**src/rtl/slap_delay_line.sv**
```systemverilog
// slap_delay_line: a DEPTH-stage shift line with a selectable tap (0..DEPTH).
// Data words travel with a valid bit. The line advances on en, and flush
// clears it synchronously. sel=0 bypasses the line with no latency. sel values
// above DEPTH are clamped to DEPTH.
// Optional feature, enabled by macro SLAP_EDGE_DET_EN: per-bit rise/fall
// strobes on dout, qualified by dout_valid.
//
// Valid semantics (there is no ready and no backpressure): din is meaningful
// only when din_valid=1, and dout only when dout_valid=1. dout carries stage
// data even when its valid bit is 0. Words that shift past the last stage are
// dropped.
module slap_delay_line #(
  parameter int WIDTH = 8,
  parameter int DEPTH = 4,
  localparam int SW = $clog2(DEPTH + 1)
) (
  input  logic             clk,
  input  logic             rst_n,
  input  logic             en,
  input  logic             flush,
  input  logic [SW-1:0]    sel,
  input  logic             din_valid,
  input  logic [WIDTH-1:0] din,
  output logic             dout_valid,
  output logic [WIDTH-1:0] dout
`ifdef SLAP_EDGE_DET_EN
  ,
  output logic [WIDTH-1:0] rise,
  output logic [WIDTH-1:0] fall
`endif
);

  localparam logic [SW-1:0] SEL_MAX = SW'(DEPTH);

  logic [WIDTH-1:0] data_q [DEPTH];
  logic [WIDTH-1:0] data_d [DEPTH];
  logic [DEPTH-1:0] valid_q;
  logic [DEPTH-1:0] valid_d;
  logic [SW-1:0]    sel_eff;
  logic [WIDTH-1:0] tap_data;
  logic             tap_valid;

  // Next state of the line: flush wins, otherwise shift by one stage on en.
  always_comb begin
    data_d  = data_q;
    valid_d = valid_q;
    if (flush) begin
      for (int k = 0; k < DEPTH; k++) data_d[k] = '0;
      valid_d = '0;
    end else if (en) begin
      data_d[0]  = din;
      valid_d[0] = din_valid;
      for (int k = 1; k < DEPTH; k++) begin
        data_d[k]  = data_q[k-1];
        valid_d[k] = valid_q[k-1];
      end
    end
  end

  // Stage registers with asynchronous clear.
  always_ff @(posedge clk or negedge rst_n) begin
    if (!rst_n) begin
      for (int k = 0; k < DEPTH; k++) data_q[k] <= '0;
      valid_q <= '0;
    end else begin
      data_q  <= data_d;
      valid_q <= valid_d;
    end
  end

  // Output tap mux. sel is clamped to DEPTH, and 0 selects the input directly.
  // dout_valid is also gated by rst_n so that it drops immediately during reset,
  // even on the bypass path.
  always_comb begin
    sel_eff   = (sel > SEL_MAX) ? SEL_MAX : sel;
    tap_data  = din;
    tap_valid = din_valid;
    for (int k = 0; k < DEPTH; k++) begin
      if (sel_eff == SW'(k + 1)) begin
        tap_data  = data_q[k];
        tap_valid = valid_q[k];
      end
    end
    dout       = tap_data;
    dout_valid = tap_valid & rst_n;
  end

`ifdef SLAP_EDGE_DET_EN
  logic [WIDTH-1:0] prev_q;
  logic [WIDTH-1:0] prev_d;

  // History register: remembers dout as of the last enabled edge.
  always_comb begin
    prev_d = prev_q;
    if (flush)   prev_d = '0;
    else if (en) prev_d = dout;
  end

  // History register state with asynchronous clear.
  always_ff @(posedge clk or negedge rst_n) begin
    if (!rst_n) prev_q <= '0;
    else        prev_q <= prev_d;
  end

  // Edge strobes compare the current dout with the history, qualified by dout_valid.
  always_comb begin
    rise = dout & ~prev_q & {WIDTH{dout_valid}};
    fall = ~dout & prev_q & {WIDTH{dout_valid}};
  end
`endif

endmodule

```
**config.mk**
```make
export PLATFORM = sky130hd
export DESIGN_NAME = slap_delay_line
export DESIGN_NICKNAME = d
export VERILOG_FILES = /design/src/rtl/slap_delay_line.sv
export SDC_FILE = /design/constraint.sdc
export NUM_CORES = 1
export LEC_CHECK = 0
export ABC_AREA = 1
export ABC_CLOCK_PERIOD_IN_PS = 2000
export BUFFER_PORTS_ARGS = -buffer_cell sky130_fd_sc_hd__buf_2
export CAP_MARGIN = 20
export CORE_MARGIN = 5
export CORE_UTILIZATION = 51
export CTS_BUF_LIST = sky130_fd_sc_hd__clkbuf_16
export DETAILED_ROUTE_END_ITERATION = 10
export PLACE_DENSITY = 0.72
export SLEW_MARGIN = 10
export SYNTH_ARGS = -nofsm -noshare
export SYNTH_HDL_FRONTEND = slang
export SYNTH_SLANG_ARGS = --single-unit
```
**constraint.sdc**
```tcl
create_clock -name clk -period 2 [get_ports clk]
set_clock_uncertainty 0.15 [all_clocks]
set_input_delay 0.1 -clock clk [delete_from_list [all_inputs] [get_ports clk]]
set_output_delay 0.1 -clock clk [all_outputs]
set_load 0.01 [all_outputs]
```
==> run summary <==
DR WL/cell - 13.98 um
Mapped Cells - 219
WP data required - 1.75 ns
Initial DRT Pass Iterations - 5
Pwr per Cell Area - 765.5 mW/mm^2
setup bufs post-CTS - 0
drt total wl - 4193 um
Max Slew Vio Count - 0
setup_tns - 0 ns
GRT overflow - 0
CTS tree - done
EDFF count, synth - 0
CP Launch Type - input pin
Core Region - 0.003633 sq mm
Remaining DRCs - 0
Die W - 70.79 um
DRT iter0 DRCs - 134
Combinational Power Share - 0.134
Int Power - 0.001279 W
GRT Overall Usage - 0.1838
first-pass GRT wire length - 7245 um
largest net degree at the start of global routing - 37
Setup crit end kind - output pin
Synth area leader - dfrtp_1
outcome - completed
post-place instance area - 0.002003 sq mm
Die Y - 70.79 um
yosys warns - 0
leakage - 1.086 nW
die area - 0.005011 sq mm
buffers from clock root to sink, at most - 2
via density per instance - 5.213
layout cells sized above 1 - 0.2421
Post-Syn Nets - 235
clock group share of total power - 0.423
Root Buffer - clkbuf_16
Peak Freq - 0.6578 GHz
Hold WC Path Type - input pin to flip-flop
Starting Density - 0.5186
final worst-path cycle share - 0.7601
synthesized area - 0.001884 sq mm
sw frac - 0.2532
Final ANT Viol Nets - 0
sw power - 0.0004337 W
Post-layout nets - 268
syn avg cell area - 8.604 sq um
Boundary Pins - 25
count of input and output buffers - 24
GPL Wtd Cong - 0.8101
VDD IR max - 0.5306 mV
clock slew at the register clock pins of the worst setup and hold paths - 0.05 ns
Area Growth Syn to Fin - 18.73%
unrepaired setup endpoints after global routing - no
Rows - 22
CTS buffer count - 5
area share of the largest cell type after synthesis - 0.4781
Crit Path Max Fanout - 2
Seq pwr share - 0.443
post-route minimum period - 1.520 ns
Seq/Total Area, Yosys - 0.4781
clk_lat worst skew - 0.28 ns
post-synthesis async set-or-reset flop share - 1.000
register area - 900.9 sq um
FILL cells - 339
vias post-DR - 1564
CTS H-tree lvls - 2
design area - 0.002237 sq mm
worst-margin pin slew - 0.4803 ns
unique cell type count in the Yosys netlist - 24
area of the multi-input gates - 760.7 sq um
ys flop type - dfrtp_1
#FFs+latches synth - 36
dominant cells by area after synthesis - dfrtp_1, nand2_1, o21ai_0
Worst slew margin - 0.6787
DP HPWL - 2861 um
# Max-Cap Violations - 0
critical setup path kind - input pin to output pin
CTS sink count - 36
number of global-route vias before repair - 1488
Hold Vio Cnt, Final - 0
crit path DAT - 1.27 ns
Setup-failing EPs final - 0
ANT cells - 0
initial antenna violation count - 0
[through the flow]
| stage | total power [W] | hold WS [ns] | std cells | util | setup slack [ns] |
|---|---|---|---|---|---|
| 2_1_floorplan | 0.0009168 | -0.3456 | 219 | - | 0.9822 |
| 3_3_place_gp | 0.0009826 | 0.05549 | 283 | 0.5513 | 0.5365 |
| 3_5_place_dp | 0.0009853 | 0.05925 | 283 | 0.5513 | 0.5047 |
| 4_1_cts | 0.001718 | 0.01932 | 300 | 0.6157 | 0.4861 |
| 5_1_grt | 0.001784 | 0.03793 | 300 | 0.6157 | 0.3512 |
| 6_report | 0.001712 | 0.01941 | 300 | 0.6157 | 0.4798 |
[critical path, cell delays in order]
cell	delay [ns]
dlygate4sd3_1	0.52
buf_2	0.11
inv_1	0.06
nand2_1	0.08
nand3_2	0.08
nand2_1	0.06
nand2_1	0.07
nand2_1	0.05
buf_2	0.13
[power groups by stage]
stage	clock network [W]	logic (W)	registers [W]
floorplan	0	0.000149	0.000768
global placement	0	0.000212	0.000770
detailed placement	0	0.000215	0.000770
CTS	0.000729	0.000231	0.000758
global route	0.000766	0.000259	0.000759
finish	0.000725	0.000230	0.000758
[worst paths after layout]
check | startpoint | slack [ns] | end | cells past startpoint
worst max-delay path | din[0] | 0.48 | dout[0] | 9
max in group asynchronous | rst_n | 1.09 | data_q[6] | 3
min in group asynchronous | rst_n | 0.29 | data_q[15] | 3
worst min register to register | data_q[4] | 0.34 | data_q[4] | 2
worst max register to register | data_q[17] | 1.13 | data_q[9] | 2
worst min-delay path | flush | 0.02 | data_q[15] | 4
[metal layers]
layer,track usage,up-vias,part of all wire
li1,-,795,-
met1,0.2624,720,0.48
met2,0.2760,40,0.45
met3,0.04972,9,0.049
met4,0.05010,0,0.021
met5,0,-,0
[layout make-up]
cell class	instances	area share
well taps	48	0.02685
clock inverters	2	0.003915
inverters	37	0.06544
multi-input cells	136	0.3400
clock buffers	5	0.05593
flip-flops and latches	36	0.4027
repair buffers	36	0.1051
[sequential cells by signal, indices dropped and copies added, names as in the netlist]
name,flops
data_q,32
valid_q,4
[placed cells by master (no fill, tap or decap)]
| master | instances |
|---|---|
| nand2_1 | 43 |
| dfrtp_1 | 36 |
| inv_1 | 31 |
| o21ai_0 | 26 |
| buf_2 | 24 |
| o22ai_1 | 20 |
| dlygate4sd3_1 | 10 |
| nand3_2 | 9 |
| a21oi_1 | 9 |
| nand3_1 | 6 |
| inv_2 | 5 |
| nand4_1 | 5 |
| nor2_1 | 5 |
| a21oi_2 | 5 |
| clkbuf_16 | 5 |
| nand2_2 | 4 |
| buf_4 | 2 |
| nand3_4 | 1 |
| nand2_4 | 1 |
| inv_6 | 1 |
| inv_4 | 1 |
| nand2_8 | 1 |
| nor2_4 | 1 |
| clkinv_2 | 1 |
[cell usage after synthesis, types with 2 or more instances]
library cell	instances
a21oi_1	9
a21oi_2	5
buf_2	3
buf_6	3
clkbuf_1	2
dfrtp_1	36
inv_1	30
inv_2	5
nand2_1	43
nand2_2	4
nand3_1	6
nand3_2	9
nand4_1	5
nor2_1	5
o21ai_0	26
o22ai_1	20
[what timing repair did]
item / 4_1_cts / 5_1_grt
hold endpoints to repair: 45 / 0
hold buffers: 10 / 0
resized for setup: 0 / 0
setup endpoints to repair: 0 / 0
[kinds of logic after synthesis]
group,synth area share
and+or+nand+nor,0.2211
AOI/OAI and AO/OA,0.1826
buffers and inverters,0.1182
DFF,0.4781
Note: power is estimated with default switching activity, not from simulation.
